`config.mk`:
```
export PLATFORM = sky130hd
export DESIGN_NAME = cache_fifo_rd_arbiter
export DESIGN_NICKNAME = d
export VERILOG_FILES = /design/src/rtl/cache_fifo_rd_arbiter.sv
export SDC_FILE = /design/constraint.sdc
export NUM_CORES = 1
export LEC_CHECK = 0
export ABC_AREA = 1
export CORE_ASPECT_RATIO = 1.2
export CORE_MARGIN = 4
export CORE_UTILIZATION = 36
export CTS_CLUSTER_SIZE = 8
export DETAILED_ROUTE_END_ITERATION = 8
export PLACE_DENSITY = 0.82
export SETUP_SLACK_MARGIN = 0.02
export SYNTH_ARGS = -nofsm -noshare
export SYNTH_HDL_FRONTEND = slang
export SYNTH_SLANG_ARGS = --single-unit
export TNS_END_PERCENT = 100
```
`constraint.sdc`:
```
create_clock -name clk -period 3 [get_ports clk]
set_input_delay 0.45 -clock clk [delete_from_list [all_inputs] [get_ports clk]]
set_output_delay 0.45 -clock clk [all_outputs]
set_load 0.02 [all_outputs]
```
`src/rtl/cache_fifo_rd_arbiter.sv`:
```
`default_nettype none
// ============================================================================
// cache_fifo_rd_arbiter
// Round-robin arbiter sharing the tagged cache FIFO read port among NUM_REQ
// requesters, with a WAIT watchdog. Optional per-requester grant counters
// are built when CFARB_STATS_EN is defined.
// Revision: 1.0
// ============================================================================
module cache_fifo_rd_arbiter #(
   parameter int NUM_REQ    = 4,
   parameter int DATA_WIDTH = 32,
   parameter int TAG_WIDTH  = 8,
   parameter int TIMEOUT    = 15
) (
   input  logic                         clk,
   input  logic                         rst_n,
   input  logic [NUM_REQ-1:0]           req_valid,
   input  logic [NUM_REQ*TAG_WIDTH-1:0] req_tag,
   output logic [NUM_REQ-1:0]           req_ready,
   output logic [NUM_REQ-1:0]           resp_valid,
   input  logic [NUM_REQ-1:0]           resp_ready,
   output logic [DATA_WIDTH-1:0]        resp_data,
   output logic                         resp_hit,
   output logic                         resp_err,
   output logic                         fifo_rd_en,
   output logic [TAG_WIDTH-1:0]         fifo_rd_tag,
   input  logic [DATA_WIDTH-1:0]        fifo_rd_data,
   input  logic                         fifo_rd_valid,
   input  logic                         fifo_rd_hit,
   output logic                         busy,
   output logic [$clog2(NUM_REQ)-1:0]   grant_id,
   output logic [NUM_REQ*16-1:0]        stat_grants
);

   localparam int              GW        = $clog2(NUM_REQ);
   localparam logic [GW:0]     C_NUM     = (GW+1)'(NUM_REQ);
   localparam logic [7:0]      C_TIMEOUT = 8'(TIMEOUT);

   typedef enum logic [1:0] {
      IDLE  = 2'd0,
      ISSUE = 2'd1,
      WAIT  = 2'd2,
      RESP  = 2'd3
   } state_t;

   state_t                  state_q, state_d;
   logic [GW-1:0]           rr_ptr_q, rr_ptr_d;
   logic [GW-1:0]           grant_id_q, grant_id_d;
   logic [TAG_WIDTH-1:0]    tag_q, tag_d;
   logic [7:0]              cnt_q, cnt_d;
   logic [DATA_WIDTH-1:0]   resp_data_q, resp_data_d;
   logic                    resp_hit_q, resp_hit_d;
   logic                    resp_err_q, resp_err_d;

   logic [NUM_REQ-1:0]      rot_req;
   logic                    win_found;
   logic [GW-1:0]           win_off, win_id, win_next;
   logic [GW:0]             win_sum, next_sum;
   logic [TAG_WIDTH-1:0]    win_tag;
   logic                    accept;

   // Rotate requests so rr_ptr sits at bit 0; the lowest set bit is the winner.
   always_comb begin
      rot_req   = NUM_REQ'({req_valid, req_valid} >> rr_ptr_q);
      win_found = 1'b0;
      win_off   = '0;
      for (int i = NUM_REQ - 1; i >= 0; i--) begin
         if (rot_req[i]) begin
            win_found = 1'b1;
            win_off   = GW'(i);
         end
      end
      win_sum = {1'b0, rr_ptr_q} + {1'b0, win_off};
      if (win_sum >= C_NUM) begin
         win_sum = win_sum - C_NUM;
      end
      win_id   = win_sum[GW-1:0];
      next_sum = {1'b0, win_id} + (GW+1)'(1);
      if (next_sum >= C_NUM) begin
         next_sum = '0;
      end
      win_next = next_sum[GW-1:0];
      win_tag  = '0;
      for (int i = 0; i < NUM_REQ; i++) begin
         if (win_id == GW'(i)) begin
            win_tag = req_tag[i*TAG_WIDTH +: TAG_WIDTH];
         end
      end
   end

   assign accept      = (state_q == IDLE) && win_found;
   assign req_ready   = (accept && rst_n) ? (NUM_REQ'(1) << win_id) : '0;
   assign resp_valid  = (state_q == RESP) ? (NUM_REQ'(1) << grant_id_q) : '0;
   assign resp_data   = resp_data_q;
   assign resp_hit    = resp_hit_q;
   assign resp_err    = resp_err_q;
   assign fifo_rd_en  = (state_q == ISSUE);
   assign fifo_rd_tag = (state_q == ISSUE) ? tag_q : '0;
   assign busy        = (state_q != IDLE);
   assign grant_id    = grant_id_q;

   always_comb begin
      state_d     = state_q;
      rr_ptr_d    = rr_ptr_q;
      grant_id_d  = grant_id_q;
      tag_d       = tag_q;
      cnt_d       = cnt_q;
      resp_data_d = resp_data_q;
      resp_hit_d  = resp_hit_q;
      resp_err_d  = resp_err_q;
      case (state_q)
         IDLE: begin
            if (win_found) begin
               grant_id_d = win_id;
               rr_ptr_d   = win_next;
               tag_d      = win_tag;
               state_d    = ISSUE;
            end
         end
         ISSUE: begin
            state_d = WAIT;
         end
         WAIT: begin
            cnt_d = cnt_q + 8'd1;
            // A response landing on the timeout cycle still wins over the error.
            if (fifo_rd_valid) begin
               resp_data_d = fifo_rd_data;
               resp_hit_d  = fifo_rd_hit;
               resp_err_d  = 1'b0;
               state_d     = RESP;
            end else if (cnt_d == C_TIMEOUT) begin
               resp_data_d = '0;
               resp_hit_d  = 1'b0;
               resp_err_d  = 1'b1;
               state_d     = RESP;
            end
         end
         RESP: begin
            if (|(resp_valid & resp_ready)) begin
               cnt_d   = '0;
               state_d = IDLE;
            end
         end
         default: begin
            state_d = IDLE;
         end
      endcase
   end

   always_ff @(posedge clk or negedge rst_n) begin
      if (!rst_n) begin
         state_q     <= IDLE;
         rr_ptr_q    <= '0;
         grant_id_q  <= '0;
         tag_q       <= '0;
         cnt_q       <= '0;
         resp_data_q <= '0;
         resp_hit_q  <= 1'b0;
         resp_err_q  <= 1'b0;
      end else begin
         state_q     <= state_d;
         rr_ptr_q    <= rr_ptr_d;
         grant_id_q  <= grant_id_d;
         tag_q       <= tag_d;
         cnt_q       <= cnt_d;
         resp_data_q <= resp_data_d;
         resp_hit_q  <= resp_hit_d;
         resp_err_q  <= resp_err_d;
      end
   end

`ifdef CFARB_STATS_EN
   logic [15:0] stat_q [NUM_REQ];
   logic [15:0] stat_d [NUM_REQ];

   always_comb begin
      stat_d = stat_q;
      for (int i = 0; i < NUM_REQ; i++) begin
         if (accept && (win_id == GW'(i)) && (stat_q[i] != 16'hFFFF)) begin
            stat_d[i] = stat_q[i] + 16'd1;
         end
      end
   end

   always_ff @(posedge clk or negedge rst_n) begin
      if (!rst_n) begin
         for (int i = 0; i < NUM_REQ; i++) begin
            stat_q[i] <= '0;
         end
      end else begin
         stat_q <= stat_d;
      end
   end

   for (genvar gi = 0; gi < NUM_REQ; gi++) begin : g_stat_out
      assign stat_grants[gi*16 +: 16] = stat_q[gi];
   end
`else
   assign stat_grants = '0;
`endif

endmodule
`default_nettype wire
```
After elaboration in Yosys (flattened, before gate mapping)
Cells that the tools add are included.
{"block": "word_totals", "ff_bits": 56, "latchBits": 0, "ram_bits": 0, "mem_bits_ro": 0, "in_bits": 76, "out_inout_bits": 118, "word_cells": 70, "n_memories": 0}
{"block": "op_classes", "addsub": 4, "mul": 0, "div": 0, "n_lt_le_gt_ge": 2, "n_eq_ne": 10, "shift": 3, "muxes": 30, "bitwise_logic": 1, "reduce_logical": 12}
{"cell": "$mux W32", "n": 2}
{"cell": "$mux W8", "n": 6}
{"cell": "$mux W2", "n": 10}
{"cell": "$pmux W8 S2", "n": 1}
{"cell": "$add A8 B1 Y8 const B", "n": 1}
{"cell": "$eq A2 B2 Y1 const B", "n": 4}
{"cell": "$eq A8 B4 Y1 const B", "n": 1}
{"cell": "$mux W1", "n": 8}
{"cell": "$mux W4", "n": 2}
{"cell": "$pmux W2 S4", "n": 1}
{"cell": "$shl A1 B2 Y4 const A", "n": 2}
{"cell": "$shr A8 B2 Y4", "n": 1}
{"cell": "$ge A3 B3 Y1 const B", "n": 2}
{"cell": "$reduce_and A2 Y1", "n": 3}
{"cell": "$reduce_bool A2 Y1", "n": 3}
{"cell": "$and A4 B4 Y4", "n": 1}
{"cell": "$eq A2 B1 Y1 const B", "n": 2}
{"cell": "$logic_not A2 Y1", "n": 2}
{"cell": "$reduce_or A4 Y1", "n": 1}
{"cell": "$add A2 B1 Y3 const B", "n": 1}
{"cell": "$add A2 B2 Y3", "n": 1}
{"cell": "$ne A3 B3 Y1 const B", "n": 1}
{"cell": "$reduce_and A3 Y1", "n": 1}
{"cell": "$logic_and A1 B1 Y1", "n": 2}
{"cell": "3 further kinds", "n": 3}

Longest topological paths before layout
Gate-level depths: netlist of the first run.
{"block": "logic_depth", "depth_word": 13, "mapped_depth": 23, "ltp_nobuf": 21}

Worst setup path after synthesis of the first run
OpenSTA, ideal clock, no wires.
{"block": "synth_timing", "path_kind": "flip-flop to output port", "start": "register rr_ptr_q[1]", "end": "output port req_ready[1]", "t_arrival_ps": 2642, "required_time_ps": 2550, "path_slack_ps": -92, "stages_incl_launch_ff": 18, "n_path_buf": 3, "cell_sequence": "dfrtp_1 buf_4 inv_2 nand3_2 nand2_4 nand3_1 a21boi_0 ha_1 xor2_1 inv_1 nand3_4 nand2_4 buf_6 inv_2 ha_1 buf_1 inv_1 nor2_1"}
{"block": "synth_between", "elab_chain_len": 10, "elab_cells_between_ends": 17, "classes_between": "add/sub (2); order compare (1); shift (2); mux (10); reduce/logical (2)"}
{"item": "start, declared", "line_no": "47", "rtl": "logic [GW-1:0] rr_ptr_q, rr_ptr_d;"}
{"item": "start signal, assigned", "line_no": "162", "rtl": "rr_ptr_q <= rr_ptr_d;"}
{"item": "$shr A8 B2 Y4", "line_no": "64", "rtl": "rot_req = NUM_REQ'({req_valid, req_valid} >> rr_ptr_q);"}
{"item": "$mux W2 (4 in a row)", "line_no": "68", "rtl": "if (rot_req[i]) begin"}
{"item": "$add A2 B2 Y3", "line_no": "73", "rtl": "win_sum = {1'b0, rr_ptr_q} + {1'b0, win_off};"}
{"item": "$ge A3 B3 Y1 or $sub A2 B1 Y2 (tied branches)", "line_no": "74, 75"}
{"item": "$mux W2", "line_no": "74", "rtl": "if (win_sum >= C_NUM) begin"}
{"item": "$shl A1 B2 Y4", "line_no": "92", "rtl": "assign req_ready = (accept && rst_n) ? (NUM_REQ'(1) << win_id) : '0;"}
{"item": "$mux W4 (*)", "line_no": "92"}
{"item": "end, declared", "line_no": "19", "rtl": "output logic [NUM_REQ-1:0] req_ready,"}
Every way passes the cells marked *; elsewhere a longest branch is shown, timed or not.

Worst setup path after layout of the first run
Same ends and word-level chain as after synthesis.

==> metrics.log, run 1 <==
[metrics] first-pass GRT wire length: approximately 16000 um
[metrics] post-layout minimum cycle time: roughly 2900 ps
[metrics] fin util: 52.8%
[metrics] CP top delay family: buffers and inverters
[metrics] row cnt: 40
[metrics] worst-path maximum fanout: 6
[metrics] count of input and output buffers: approximately 130
[metrics] Remaining Overflow, GRT: 0
[metrics] Switching Power: between 2000 and 3000 uW
[metrics] clock group share of total power: 10.6%
[metrics] die span in x: 101 um
[metrics] vias post-DR: between 3000 and 4000
[metrics] post-DP HPWL: ~7700 um
[metrics] Pleak: between 0.002 and 0.003 uW
[metrics] Final Hold Slack: about 370 ps
[metrics] Switching Share: between 40% and 50%
[metrics] routed wire length: a little under 10000 um
[metrics] Final Slew Violations: 0
[metrics] post-synthesis sequential area ratio: approximately 38%
[metrics] largest net degree at the start of global routing: between 50 and 60
[metrics] clock slew at the register clock pins of the worst setup and hold paths: about 80 ps
[metrics] clock tree from TritonCTS: built
[metrics] Highest Clock Rate: 348 MHz
[metrics] unrepaired setup endpoints after global routing: true
[metrics] count of hold-fix buffers inserted at cts: 0
[metrics] number of CTS-inserted buffers: 5
[metrics] startpoint type of the worst setup path: flop
[metrics] starting density of the core: a little under two fifths
[metrics] type of element capturing the critical path: primary output
[metrics] worst reg-to-reg setup slack: ~170 ps
[metrics] area growth from synthesis to layout: 43.0%
[metrics] number of antenna violations at the first check in global routing: 0
[metrics] slew at the pin with the worst max-slew slack: around 920 ps
[metrics] worst supply voltage drop on vdd: roughly 0.6 mV
[metrics] Hold WC Path Type: in -> async
[metrics] Std-Cell Core Area: just over 10000 um2
[metrics] hold violation count in the final report: 0
[metrics] vias per cell: 4.48
[metrics] buffers from clock root to sink, at most: 2
[metrics] filler cell count in the final layout: ~920
[metrics] number of remaining DRC errors: 0
[metrics] routability cong.: 0.880
[metrics] capturing point of the worst reg2reg path: tag_q[4]
[metrics] Iter 0 DRT Violations: about 130
[metrics] Reg power frac: ~20%
[metrics] status: finished, final reports clean
[metrics] kind of critical path: reg -> out
[metrics] number of instances in the synthesized netlist: around 470
[metrics] Critical R2R Launch: rr_ptr_q[1]
[metrics] final setup vio count: 0
[metrics] per-cell routed wire length: about 13 um
[metrics] via count of the first global-routing pass: between 3000 and 4000
[metrics] crit path buf inv count: 5
[metrics] max capacitance violation total: 0
[metrics] Critical Path Slowest Stage Cell: dfrtp_1
[metrics] data required time of the worst path: 2550 ps
[metrics] die area: roughly 12000 um2
[metrics] cell breakdown of the critical path: inv_2 > nand3_1 > nand2_2 > a21boi_2 > ha_2 > xor2_2 > buf_4 > nand2_4 > nand2_4 > inv_2 > ha_4 > inv_1 > nor2_2 > buf_6
[metrics] Max transition margin: between 30% and 40%
[metrics] Crit path arrival time: ~2400 ps
[metrics] count of cell types in the netlist: 38
[metrics] GRT Util Overall: between 15 and 20%
[metrics] area used by multi-input combinational logic: about 1900 um2
[metrics] number of detailed-routing iterations run before antenna repair: 4
[metrics] register bit count reported by yosys: 56
[metrics] Final period util: 95.8%
[metrics] antenna-violating nets left: 0
[metrics] average cell area after synthesis: ~8.0 um2
[metrics] deepest level of the CTS H-tree: 2
[metrics] # IOs: slightly below 200
[metrics] stage delay of the slowest cell on the critical path: approximately 470 ps
[metrics] worst clock skew: 10.4 ps
[metrics] TritonCTS Sinks: between 50 and 60
[metrics] Total Nets Final: ~700
[metrics] Root Buffer: clkbuf_16
[metrics] register cell area after layout: around 1400 um2
[metrics] number of cells traversed by the worst register-to-register path: 20
[metrics] Comb pwr share: 69.2%
[metrics] ratio of cells with drive above 1 in the final layout: around 18%
[metrics] height of the die: 119 um
[metrics] synthesized area: around 3700 um2
[metrics] Setup TNS: 0 ps
[metrics] synthesis warning total: 0
[metrics] final cell area excluding filler cells: between 5000 and 6000 um2
[metrics] Power Internal: 3490 uW
[metrics] clock latency on the worst-skew pair: between 200 and 300 ps
[metrics] instance area after placement: between 5000 and 6000 um2
[metrics] power density over the cells: 1220 nW/um2
[metrics] Diodes inserted: 0
## sequential cells by signal (all words and copies together), names as in the netlist
name,flops
resp_err,1
grant_id,2
tag_q,8
state_q,2
cnt_q,8
resp_hit,1
rr_ptr_q,2
resp_data,32
## synth_stat cells, drive strengths merged
cell type / number / area share, %
nand2: 171 / 20
buf: 73 / 15
dfrtp: 56 / 38
inv: 44 / 4.6
nand3: 42 / 7.5
nor2: 14 / 1.5
o21ai: 12 / 1.9
ha: 9 / 3.0
nor3: 6 / 0.94
a22o: 5 / 1.2
clkbuf: 5 / 0.51
or2: 5 / 0.84
nand3b: 4 / 0.81
o22ai: 4 / 0.67
xor2: 4 / 0.94
a21oi: 3 / 0.61
a22oi: 3 / 0.61
clkinv: 3 / 0.44
a21boi: 2 / 0.40
conb: 1 / 0.10
o21bai: 1 / 0.20
## worst register-to-register path, stage by stage, from the launching register on
cell      delay (ps)
dfrtp_1          470
inv_2            150
nand3_1          140
nand2_2          100
a21boi_2         160
ha_2             200
xor2_2           190
buf_4            150
nand2_4           50
nand2_4           90
inv_2             60
ha_4             150
buf_6            120
buf_4            140
a22o_1           210
nand3_1           80
nand2_2           50
inv_2             50
nand3_2           60
nand2_2           60
inv_1             30
## cells by family after synthesis
| kind of cell | synth area share, % |
|---|---|
| compound gates | 5.59 |
| xor+xnor | 0.943 |
| fa+ha+maj | 3.03 |
| buf+inv | 20.7 |
| flops | 37.7 |
| other cells | 0.101 |
| simple gates | 31.9 |
## what timing repair did
| item | in CTS | in global routing |
|---|---|---|
| gates resized for setup | 28 | 21 |
| setup buffers | 0 | 6 |
| pin swaps | 5 | 11 |
| endpoints found under the setup margin | 11 | 11 |
## layout make-up
class | count | share of cell area [%]
timing repair buffer | 161 | 28.6
inverter | 47 | 3.60
multi-input combinational | 349 | 35.1
clock buffer | 6 | 2.61
clock inverter | 2 | 0.730
tap | 126 | 2.97
sequential | 56 | 26.4
## through the flow
stage,worst slack [ps],cells,total power (uW)
floorplan,96.2,530,3980
global placement,-439,733,5290
detailed placement,-609,733,5440
CTS,52.7,741,6170
global route,-0.672,747,6960
finish,127,747,6460
## per-layer routing
| metal | global-route usage, % | wire length (um) |
|---|---|---|
| met1 | 17.4 | 3480 |
| met2 | 30.2 | 5300 |
| met3 | 2.69 | 652 |
| met4 | 5.81 | 352 |
| met5 | 0 | 0 |
## placed cells by master, fill, tap and decap left out, types with 3 or more instances in the layout
master | synthesis | layout
ha_1 | 9 | 7
nand3_1 | 31 | 29
dfrtp_1 | 56 | 55
inv_2 | 7 | 7
buf_2 | 4 | 3
nand3b_1 | 4 | 4
o22ai_1 | 4 | 4
conb_1 | 1 | 64
inv_1 | 36 | 35
clkdlybuf4s50_1 | 0 | 120
xor2_1 | 4 | 3
o21ai_2 | 3 | 3
a22o_1 | 5 | 5
nand3_4 | 2 | 3
nor2_1 | 13 | 11
dlygate4sd2_1 | 0 | 4
nor3_1 | 5 | 5
o21ai_0 | 9 | 9
or2_1 | 4 | 4
nand2_2 | 14 | 16
clkinv_4 | 1 | 3
buf_6 | 1 | 3
nand2_1 | 148 | 144
clkbuf_16 | 0 | 5
nand2_4 | 8 | 10
nand3_2 | 9 | 10
buf_4 | 65 | 31
## power by group through the flow
stage / clock (uW) / sequential [uW] / combinational [uW]
after floorplan: 0 / 1550 / 2430
after global placement: 0 / 1300 / 3990
after detailed placement: 0 / 1310 / 4130
after CTS: 698 / 1310 / 4160
after global routing: 732 / 1360 / 4860
final: 683 / 1310 / 4470
## worst max path at each step
stage,slack (ps),end,start,cells past startpoint
6_report,130,req_ready[1],rr_ptr_q[1],14
5_1_grt,-0.7,req_ready[1],rr_ptr_q[1],14
4_1_cts,50,req_ready[1],rr_ptr_q[0],16
3_5_place_dp,-610,req_ready[1],req_valid[1],16
3_3_place_gp,-440,req_ready[1],req_valid[3],16
2_1_floorplan,100,req_ready[1],rr_ptr_q[1],17
Note: power is estimated with default switching activity, not from simulation.
==> inputs of run 2 (changes only) <==
HOLD_SLACK_MARGIN = 0.03   (was not set)
==> results of run 2 <==
Final layout, timing and power as in run 1 (identical DEF).
==> inputs of run 3 (changes only) <==
CORE_MARGIN = 2   (was 4)
PLACE_DENSITY = not set   (was 0.82)
PLACE_DENSITY_LB_ADDON = 0.05   (was not set)
==> metrics.log, run 3 (synthesis results as in run 1) <==
[metrics] deepest level of the CTS H-tree: 2
[metrics] height of the die: 115 um
[metrics] ratio of cells with drive above 1 in the final layout: roughly 16%
[metrics] buffers from clock root to sink, at most: 2
[metrics] commonest cells after routing, fill and taps aside: 146 x nand2_1, 120 x clkdlybuf4s50_1, 64 x conb_1
[metrics] Diodes inserted: 0
[metrics] count of hold-fix buffers inserted at cts: 0
[metrics] largest net degree at the start of global routing: 57
[metrics] Root Buffer: clkbuf_16
[metrics] final setup vio count: 0
[metrics] Final period util: 95.1%
[metrics] Iter 0 DRT Violations: slightly above 80
[metrics] per-cell routed wire length: 12.3 um
[metrics] GRT Util Overall: 15.8%
[metrics] Remaining Overflow, GRT: 0
[metrics] status: finished, final reports clean
[metrics] clock latency on the worst-skew pair: approximately 300 ps
[metrics] Pleak: ~0.0027 uW
[metrics] unrepaired setup endpoints after global routing: false
[metrics] type of element capturing the critical path: primary output
[metrics] worst supply voltage drop on vdd: around 0.50 mV
[metrics] number of detailed-routing iterations run before antenna repair: 4
[metrics] routability cong.: 0.804
[metrics] most frequent standard cell in the layout excluding fill and tap cells: nand2_1
[metrics] clock tree from TritonCTS: built
[metrics] Total Nets Final: about 700
[metrics] number of CTS-inserted buffers: 5
[metrics] vias per cell: approximately 4.3
[metrics] post-layout instance count excluding filler cells: 745
[metrics] die span in x: 96.7 um
[metrics] Cells after DPL: approximately 740
[metrics] area used by multi-input combinational logic: between 1500 and 2000 um2
[metrics] # IOs: just under 200
[metrics] instance area after placement: ~5000 um2
[metrics] via count of the first global-routing pass: 3014
[metrics] Max transition margin: between 30% and 40%
[metrics] worst clock skew: roughly 7.3 ps
[metrics] Final Slew Violations: 0
[metrics] Setup TNS: 0 ps
[metrics] die area: ~11000 um2
[metrics] routed wire length: ~9200 um
[metrics] Highest Clock Rate: between 300 and 400 MHz
[metrics] register cell area after layout: ~1400 um2
[metrics] final cell area excluding filler cells: 5250 um2
[metrics] max capacitance violation total: 0
[metrics] data required time of the worst path: between 2000 and 3000 ps
[metrics] PnR Total Power: 6210 uW
[metrics] Hold WC Path Type: in -> async
[metrics] row cnt: 40
[metrics] hold violation count in the final report: 0
[metrics] startpoint type of the worst setup path: flop
[metrics] Crit path arrival time: approximately 2400 ps
[metrics] vias post-DR: approximately 3200
[metrics] slew at the pin with the worst max-slew slack: 917 ps
[metrics] clock slew at the register clock pins of the worst setup and hold paths: approximately 80 ps
[metrics] number of antenna violations at the first check in global routing: 0
[metrics] worst-path maximum fanout: 5
[metrics] power density over the cells: around 1200 nW/um2
[metrics] post-layout minimum cycle time: 2850 ps
[metrics] antenna-violating nets left: 0
[metrics] area growth from synthesis to layout: 41.3%
[metrics] number of flip-flops under the largest register name: 32
[metrics] post-DP HPWL: between 7000 and 8000 um
[metrics] kind of critical path: reg -> out
[metrics] first-pass GRT wire length: approximately 14000 um
[metrics] Std-Cell Core Area: 10000 um2
[metrics] number of remaining DRC errors: 0
[metrics] count of input and output buffers: 129
[metrics] filler cell count in the final layout: roughly 990
[metrics] starting density of the core: roughly 37%
[metrics] TritonCTS Sinks: between 50 and 60
[metrics] Final Hold Slack: ~330 ps
-- run 3: area by class of cell --
type | count | share of cell area [%]
multi-input cells | 349 | 34.5
inverters | 47 | 3.60
clock buffers | 5 | 2.38
flip-flops and latches | 56 | 26.7
well taps | 126 | 3.01
repair buffers | 159 | 28.9
clock inverters | 3 | 0.882
-- run 3: final timing paths --
kind / start / slack (ps) / to / cells after the start
max in group asynchronous: rst_n / 2170 / rr_ptr_q[0] / 2
worst max-delay path: rr_ptr_q[0] / 150 / req_ready[1] / 15
min in group clk: resp_data[17] / 470 / resp_data[17] / 2
worst min-delay path: rst_n / 330 / resp_data[22] / 2
worst max register to register: rr_ptr_q[0] / 180 / tag_q[0] / 21
worst min register to register: resp_data[17] / 470 / resp_data[17] / 2
-- run 3: stage by stage --
stage	setup slack [ps]	util, %
global placement	-458	50.2
CTS	4.17	51.9
floorplan	96.2	-
global route	7.46	52.4
detailed placement	-523	50.2
finish	147	52.4
-- run 3: worst max-delay path, stage by stage, from the launching register on --
cell	delay [ps]
dfrtp_2	450
buf_4	140
nand2_1	80
nand3_2	100
nand3_1	100
a21boi_2	150
ha_2	200
xor2_2	170
inv_2	60
nand3_4	90
nand2_4	60
inv_2	60
ha_2	180
inv_1	50
nor2_2	90
buf_4	140
-- run 3: timing repair --
item | in CTS | in global routing
hold endpoints to repair | 0 | 0
setup buffers | 0 | 2
pin swaps | 1 | 4
resized for setup | 21 | 13
gates cloned | 0 | 0
setup endpoints to repair | 9 | 12
-- run 3: power breakdown --
group / switching, uW / internal, uW / total [uW]
Sequential: 211 / 1090 / 1300
Clock: 282 / 399 / 681
Combinational: 2340 / 1880 / 4220
Total: 2840 / 3370 / 6210
-- run 3: per-layer routing --
| layer | share of wire [%] | vias to the layer above | track usage, % |
|---|---|---|---|
| met5 | 0 | - | 0 |
| met4 | 1.5 | 0 | 6.10 |
| met3 | 7.9 | 8 | 5.41 |
| met2 | 50 | 119 | 27.6 |
| met1 | 41 | 1432 | 18.0 |
| li1 | - | 1621 | - |
